File: src/rtl/control_sequencer.sv
// Hardwired control sequencer: fetch T0-T2, per-opcode execute steps,
// divider start/wait handshake with timeout, and a HALT sink state.
//
// Handshake with the divider: reset_div is a one-cycle start pulse in T4;
// the sequencer then waits in DIVWAIT, holding the operand selects, until it
// sees calc_finished=1. That same cycle loads Zhi/Zlo, so calc_finished only
// has to be valid for that one cycle. calc_finished is ignored in T4.
module control_sequencer #(
    parameter int DIV_TIMEOUT = 64
) (
    input  logic        clk,
    input  logic        clr,
    input  logic [31:0] IR,
    input  logic        CON_output,
    input  logic        calc_finished,
    output logic [4:0]  op_sel,
    output logic        IncPC,
    output logic        Read,
    output logic        Write,
    output logic        Gra,
    output logic        Grb,
    output logic        Grc,
    output logic        BAout,
    output logic        Rin,
    output logic        R_out,
    output logic        MAR_rd,
    output logic        MDR_rd,
    output logic        IR_rd,
    output logic        Y_rd,
    output logic        PC_rd,
    output logic        HI_rd,
    output logic        LO_rd,
    output logic        Zhi_rd,
    output logic        Zlo_rd,
    output logic        Out_rd,
    output logic        CONin,
    output logic        PC_out,
    output logic        MDR_out,
    output logic        Zlo_out,
    output logic        Zhi_out,
    output logic        HI_out,
    output logic        LO_out,
    output logic        In_out,
    output logic        C_out,
    output logic        reset_div,
    output logic        run,
    output logic        fault,
    output logic [3:0]  dbg_state
);

    typedef enum logic [3:0] {
        S_T0      = 4'd0,
        S_T1      = 4'd1,
        S_T2      = 4'd2,
        S_T3      = 4'd3,
        S_T4      = 4'd4,
        S_T5      = 4'd5,
        S_T6      = 4'd6,
        S_T7      = 4'd7,
        S_DIVWAIT = 4'd8,
        S_HALT    = 4'd9
    } state_e;

    localparam logic [4:0] OP_LD   = 5'b00000;
    localparam logic [4:0] OP_LDI  = 5'b00001;
    localparam logic [4:0] OP_ST   = 5'b00010;
    localparam logic [4:0] OP_ADD  = 5'b00011;
    localparam logic [4:0] OP_SUB  = 5'b00100;
    localparam logic [4:0] OP_AND  = 5'b00101;
    localparam logic [4:0] OP_OR   = 5'b00110;
    localparam logic [4:0] OP_SHR  = 5'b00111;
    localparam logic [4:0] OP_SHRA = 5'b01000;
    localparam logic [4:0] OP_SHL  = 5'b01001;
    localparam logic [4:0] OP_ROR  = 5'b01010;
    localparam logic [4:0] OP_ROL  = 5'b01011;
    localparam logic [4:0] OP_ADDI = 5'b01100;
    localparam logic [4:0] OP_ANDI = 5'b01101;
    localparam logic [4:0] OP_ORI  = 5'b01110;
    localparam logic [4:0] OP_MUL  = 5'b01111;
    localparam logic [4:0] OP_DIV  = 5'b10000;
    localparam logic [4:0] OP_NEG  = 5'b10001;
    localparam logic [4:0] OP_NOT  = 5'b10010;
    localparam logic [4:0] OP_BR   = 5'b10011;
    localparam logic [4:0] OP_JR   = 5'b10100;
    localparam logic [4:0] OP_IN   = 5'b10110;
    localparam logic [4:0] OP_OUT  = 5'b10111;
    localparam logic [4:0] OP_MFHI = 5'b11000;
    localparam logic [4:0] OP_MFLO = 5'b11001;
    localparam logic [4:0] OP_NOP  = 5'b11010;
    localparam logic [4:0] OP_HALT = 5'b11011;

    localparam int CNT_W = $clog2(DIV_TIMEOUT + 1);

    state_e           state_q, state_d;
    logic             fault_q, fault_d;
    logic [CNT_W-1:0] cnt_q, cnt_d;
    logic [4:0]       opcode;
    logic [4:0]       imm_sel;
    logic             unused_ir;

    assign opcode    = IR[31:27];
    assign unused_ir = ^IR[26:0];
    assign fault     = fault_q;
    assign dbg_state = state_q;

    // Immediate forms reuse the register-form ALU operation.
    always_comb begin
        imm_sel = OP_ADD;
        case (opcode)
            OP_ANDI: imm_sel = OP_AND;
            OP_ORI:  imm_sel = OP_OR;
            default: imm_sel = OP_ADD;
        endcase
    end

    // State, sticky fault flag and divider wait counter.
    always_ff @(posedge clk) begin
        if (clr) begin
            state_q <= S_T0;
            fault_q <= 1'b0;
            cnt_q   <= '0;
        end else begin
            state_q <= state_d;
            fault_q <= fault_d;
            cnt_q   <= cnt_d;
        end
    end

    // Next-state and Moore control decode; everything is forced low while clr is high.
    always_comb begin
        state_d   = state_q;
        fault_d   = fault_q;
        cnt_d     = cnt_q;
        op_sel    = 5'b00000;
        IncPC     = 1'b0;  Read    = 1'b0;  Write   = 1'b0;
        Gra       = 1'b0;  Grb     = 1'b0;  Grc     = 1'b0;
        BAout     = 1'b0;  Rin     = 1'b0;  R_out   = 1'b0;
        MAR_rd    = 1'b0;  MDR_rd  = 1'b0;  IR_rd   = 1'b0;
        Y_rd      = 1'b0;  PC_rd   = 1'b0;  HI_rd   = 1'b0;
        LO_rd     = 1'b0;  Zhi_rd  = 1'b0;  Zlo_rd  = 1'b0;
        Out_rd    = 1'b0;  CONin   = 1'b0;  PC_out  = 1'b0;
        MDR_out   = 1'b0;  Zlo_out = 1'b0;  Zhi_out = 1'b0;
        HI_out    = 1'b0;  LO_out  = 1'b0;  In_out  = 1'b0;
        C_out     = 1'b0;  reset_div = 1'b0; run   = 1'b0;

        if (!clr) begin
            run = (state_q != S_HALT);
            case (state_q)
                S_T0: begin
                    PC_out = 1'b1; MAR_rd = 1'b1; IncPC = 1'b1;
                    state_d = S_T1;
                end
                S_T1: begin
                    Read = 1'b1; MDR_rd = 1'b1;
                    state_d = S_T2;
                end
                S_T2: begin
                    MDR_out = 1'b1; IR_rd = 1'b1;
                    state_d = S_T3;
                end
                S_T3: begin
                    state_d = S_T0;
                    case (opcode)
                        OP_ADD, OP_SUB, OP_AND, OP_OR, OP_SHR, OP_SHRA, OP_SHL,
                        OP_ROR, OP_ROL, OP_ADDI, OP_ANDI, OP_ORI: begin
                            Grb = 1'b1; R_out = 1'b1; Y_rd = 1'b1; state_d = S_T4;
                        end
                        OP_LD, OP_LDI, OP_ST: begin
                            Grb = 1'b1; BAout = 1'b1; Y_rd = 1'b1; state_d = S_T4;
                        end
                        OP_NEG, OP_NOT: begin
                            Grb = 1'b1; R_out = 1'b1; op_sel = opcode; Zlo_rd = 1'b1;
                            state_d = S_T4;
                        end
                        OP_MUL, OP_DIV: begin
                            Gra = 1'b1; R_out = 1'b1; Y_rd = 1'b1; state_d = S_T4;
                        end
                        OP_BR: begin
                            Gra = 1'b1; R_out = 1'b1; CONin = 1'b1; state_d = S_T4;
                        end
                        OP_JR:   begin Gra = 1'b1; R_out = 1'b1; PC_rd = 1'b1; end
                        OP_IN:   begin In_out = 1'b1; Gra = 1'b1; Rin = 1'b1; end
                        OP_OUT:  begin Gra = 1'b1; R_out = 1'b1; Out_rd = 1'b1; end
                        OP_MFHI: begin HI_out = 1'b1; Gra = 1'b1; Rin = 1'b1; end
                        OP_MFLO: begin LO_out = 1'b1; Gra = 1'b1; Rin = 1'b1; end
                        OP_NOP:  state_d = S_T0;
                        OP_HALT: state_d = S_HALT;
                        default: begin
                            state_d = S_HALT;
                            fault_d = 1'b1;
                        end
                    endcase
                end
                S_T4: begin
                    state_d = S_T0;
                    case (opcode)
                        OP_ADD, OP_SUB, OP_AND, OP_OR, OP_SHR, OP_SHRA, OP_SHL,
                        OP_ROR, OP_ROL: begin
                            Grc = 1'b1; R_out = 1'b1; op_sel = opcode; Zlo_rd = 1'b1;
                            state_d = S_T5;
                        end
                        OP_ADDI, OP_ANDI, OP_ORI: begin
                            C_out = 1'b1; op_sel = imm_sel; Zlo_rd = 1'b1; state_d = S_T5;
                        end
                        OP_LD, OP_LDI, OP_ST: begin
                            C_out = 1'b1; op_sel = OP_ADD; Zlo_rd = 1'b1; state_d = S_T5;
                        end
                        OP_NEG, OP_NOT: begin
                            Zlo_out = 1'b1; Gra = 1'b1; Rin = 1'b1;
                        end
                        OP_MUL: begin
                            Grb = 1'b1; R_out = 1'b1; op_sel = opcode;
                            Zhi_rd = 1'b1; Zlo_rd = 1'b1; state_d = S_T5;
                        end
                        OP_DIV: begin
                            Grb = 1'b1; R_out = 1'b1; op_sel = opcode; reset_div = 1'b1;
                            cnt_d = '0; state_d = S_DIVWAIT;
                        end
                        OP_BR: begin
                            PC_out = 1'b1; Y_rd = 1'b1; state_d = S_T5;
                        end
                        default: state_d = S_T0;
                    endcase
                end
                S_T5: begin
                    state_d = S_T0;
                    case (opcode)
                        OP_ADD, OP_SUB, OP_AND, OP_OR, OP_SHR, OP_SHRA, OP_SHL,
                        OP_ROR, OP_ROL, OP_ADDI, OP_ANDI, OP_ORI, OP_LDI: begin
                            Zlo_out = 1'b1; Gra = 1'b1; Rin = 1'b1;
                        end
                        OP_LD, OP_ST: begin
                            Zlo_out = 1'b1; MAR_rd = 1'b1; state_d = S_T6;
                        end
                        OP_MUL, OP_DIV: begin
                            Zlo_out = 1'b1; LO_rd = 1'b1; state_d = S_T6;
                        end
                        OP_BR: begin
                            C_out = 1'b1; op_sel = OP_ADD; Zlo_rd = 1'b1; state_d = S_T6;
                        end
                        default: state_d = S_T0;
                    endcase
                end
                S_T6: begin
                    state_d = S_T0;
                    case (opcode)
                        OP_LD: begin Read = 1'b1; MDR_rd = 1'b1; state_d = S_T7; end
                        OP_ST: begin
                            Gra = 1'b1; R_out = 1'b1; MDR_rd = 1'b1; state_d = S_T7;
                        end
                        OP_MUL, OP_DIV: begin Zhi_out = 1'b1; HI_rd = 1'b1; end
                        OP_BR: begin
                            // Branch not taken: this step is an empty cycle.
                            if (CON_output) begin
                                Zlo_out = 1'b1; PC_rd = 1'b1;
                            end
                        end
                        default: state_d = S_T0;
                    endcase
                end
                S_T7: begin
                    state_d = S_T0;
                    case (opcode)
                        OP_LD:   begin MDR_out = 1'b1; Gra = 1'b1; Rin = 1'b1; end
                        OP_ST:   Write = 1'b1;
                        default: state_d = S_T0;
                    endcase
                end
                S_DIVWAIT: begin
                    Grb = 1'b1; R_out = 1'b1; op_sel = OP_DIV;
                    if (calc_finished) begin
                        Zhi_rd = 1'b1; Zlo_rd = 1'b1; state_d = S_T5;
                    end else if (cnt_q == CNT_W'(DIV_TIMEOUT - 1)) begin
                        state_d = S_HALT;
                        fault_d = 1'b1;
                    end else begin
                        cnt_d = cnt_q + CNT_W'(1);
                    end
                end
                S_HALT:  state_d = S_HALT;
                default: state_d = S_T0;
            endcase
        end
    end

endmodule
File: config.mk
export PLATFORM = sky130hd
export DESIGN_NAME = control_sequencer
export DESIGN_NICKNAME = d
export VERILOG_FILES = /design/src/rtl/control_sequencer.sv
export SDC_FILE = /design/constraint.sdc
export NUM_CORES = 1
export LEC_CHECK = 0
export ABC_AREA = 1
export CAP_MARGIN = 10
export CELL_PAD_IN_SITES_DETAIL_PLACEMENT = 0
export CELL_PAD_IN_SITES_GLOBAL_PLACEMENT = 1
export CORE_MARGIN = 4
export CORE_UTILIZATION = 23
export DETAILED_ROUTE_END_ITERATION = 16
export PLACE_DENSITY = 0.77
export RECOVER_POWER = 50
export SLEW_MARGIN = 20
export SYNTH_ARGS = -nofsm -noshare
export SYNTH_HDL_FRONTEND = slang
export SYNTH_SLANG_ARGS = --single-unit
File: constraint.sdc
create_clock -name clk -period 1.8 [get_ports clk]
set_clock_uncertainty 0.15 [all_clocks]
set_input_delay 0.36 -clock clk [delete_from_list [all_inputs] [get_ports clk]]
set_output_delay 0.36 -clock clk [all_outputs]
set_load 0.05 [all_outputs]
==> metrics <==
Yosys cell types 34; # IOs 76; Area Growth Syn to Fin 194%; first-pass GRT wire length 13200 um; min Tclk post-route 2.26 ns; Yosys warnings 0; Tot GR Track Use 0.193; Post-synth top cells nand2_1, nor2_1, inv_1; outcome complete, but fails checks; failing checks negative setup slack; most common cell in the netlist nand2_1; RSZ-0062 raised after global routing yes; CP required 1.29 ns; vias per inst 4.70; CP Max Fanout 6; CTS buffer count 3; top_reg_cell synth dfxtp_1; Fin Setup TNS -11.03 ns; Post-synth EDFFs 0; Cell Area, Synth 0.00160 mm^2; Worst Setup Path Type input pin to output pin; Fmax 0.443 GHz; Worst Hold Launch fault; Yosys reg bits 12; Synth Instances 300; Core Footprint 0.00676 mm^2; worst endpoint data arrival time 1.75 ns; max_cap viols 0; post-route clock period utilization 1.25; Clk Latency, worst-skew pair 0.25 ns; DRC viols 0; slew of the pin with the lowest slew margin 0.609 ns; drt total wl 8100 um; Inserted Diodes 0; post-route cell area 0.00469 mm^2; initial antenna violation count 0; synthesized area per cell 5.32 um^2; router iterations before antenna repair 4; Placement Cell Area 0.00373 mm^2; GRT busiest layer met2; routing usage on met1 0.222; CTS root buf clkbuf_8; num rows 30; nets@finish 522; Final HPWL DP 6050 um; Sw Pwr 0.898 mW; final worst slack -0.458 ns; met3 usage 0.0174; vias in the first global route 2805; share of total power in the clock network 0.151; post-route ant nets 0; GPL Wtd Cong 0.961; FFs w/ async S/R, synth 0; Mapped Nets 337; Via Count 2653; Pleak 2.10 nW; clk slew on worst S/H paths 0.05 ns; r2r endpoint cnt_q[5]; final setup vio count 34; Hold Path Depth 2; Initial Util 0.236; crit start category input pin; cell taking the most area after synthesis nand2_1; cts hold-fix bufs 0; Min-Delay Path Class flip-flop to flip-flop; sequential group share of total power 0.160; FF-to-FF setup slack 0.01 ns; # H-tree levels 1; DRT iter0 DRCs 84; Port Buf Inserts 48; largest cells by area after synthesis nand2_1, dfxtp_1, nor2_1; GR Overflow Total 0; layout cell share with drive strength beyond 1 0.752; Internal Power 1.11 mW; met2 usage 0.365; Die Wd 91.3 um; Worst Reg-to-Reg Cells 12; Seq/Total Area, Yosys 0.150; die height 91.3 um; average wire per standard cell 14.4 um; die area 0.00834 mm^2; Slew Limit Fails 0; Peak VDD IR 0.735 mV; Min-Delay Endpoint fault; Worst slew margin 0.595; CP endpoint kind output pin; largest net degree at the start of global routing 12; Gate power share 0.688; pwr/cell area 429 mW/mm^2; final hold vios 0; switching share of power 0.446; CTS Buffer Depth 2; top-area cell type share of the netlist area 0.167; CTS tree yes; clk sink count 12; worst r2r src dbg_state[2]
-- sequential cells by signal (all words and copies together), names as in the netlist --
name,cells
cnt_q,7
dbg_state,4
fault,1
-- area by class of cell --
type	instances	area (um^2)
Tap cell	80	100
Clock buffer	4	55.1
Multi-Input combinational cell	233	1960
Fill cell	467	2060
Inverter	47	235
Sequential cell	12	260
Timing Repair Buffer	188	2090
-- power groups by stage --
stage | combinational (mW) | clock, mW | sequential [mW]
floorplan | 0.548 | 0 | 0.395
global placement | 1.16 | 0 | 0.323
detailed placement | 1.16 | 0 | 0.324
CTS | 1.33 | 0.308 | 0.322
global route | 1.46 | 0.316 | 0.327
finish | 1.39 | 0.304 | 0.323
-- timing repair --
action | CTS | global route
buffers inserted | 35 | 7
pin swaps | 44 | 35
endpoints found under the setup margin | 47 | 44
resized for setup | 155 | 49
-- cells by family after synthesis --
group,share of synthesized area
buffers and inverters,0.141
adders and majority gates,0.00784
AOI/OAI and AO/OA,0.172
DFF,0.150
and+or+nand+nor,0.523
xor gates and xnor gates,0.00549
-- metrics by stage --
stage	util	hold WS [ns]	cells	setup slack (ns)	power, mW
6_report	0.695	0.312	564	-0.458	2.01
5_1_grt	0.695	0.341	564	-0.524	2.10
4_1_cts	0.667	0.306	559	-0.427	1.96
3_5_place_dp	0.553	0.286	523	-0.926	1.49
3_3_place_gp	0.553	0.280	523	-0.943	1.48
2_1_floorplan	-	0.271	300	-0.620	0.942
-- routing by layer --
| metal | vias to the layer above | share of wire |
|---|---|---|
| met5 | - | 0 |
| met3 | 22 | 0.031 |
| met1 | 1220 | 0.40 |
| li1 | 1344 | - |
| met4 | 0 | 0.034 |
| met2 | 67 | 0.54 |
-- worst max-delay path, stage by stage --
cell     delay [ns]
buf_8          0.10
buf_8          0.13
buf_12         0.12
inv_8          0.07
nand2_4        0.05
nor2_4         0.18
buf_6          0.12
nor2_1         0.03
nand2_1        0.11
nor2_4         0.05
nand3_2        0.06
nand2_2        0.06
a21oi_4        0.17
buf_12         0.15
-- worst max path at each step --
stage | from | end | slack [ns] | cells after the start
after floorplan | IR[27] | Zhi_out | -0.62 | 9
after global placement | IR[28] | R_out | -0.94 | 12
after detailed placement | IR[28] | R_out | -0.93 | 12
after CTS | IR[30] | Gra | -0.43 | 13
after global routing | IR[30] | Grb | -0.52 | 14
final | IR[28] | Grb | -0.46 | 14
-- layout by cell type, fill, tap and decap left out, types with 3 or more instances in the layout --
cell / count
nor2_2: 8
inv_2: 17
clkbuf_8: 4
nor2_4: 34
nand3_1: 12
a21oi_4: 8
inv_4: 8
nor4_4: 4
a21oi_2: 8
buf_12: 39
buf_6: 39
a31oi_1: 3
clkinvlp_4: 3
a21oi_1: 14
nand2_1: 32
nand2_4: 20
inv_1: 14
o21ai_1: 3
dfxtp_4: 5
nand2_2: 27
nor2_1: 21
o21ai_2: 3
nor3_4: 6
nand4_1: 3
buf_4: 99
dfxtp_1: 6
buf_8: 6
nand3_4: 4
o21ai_4: 3
nand3_2: 5
Power figures use the tool's default switching activity.
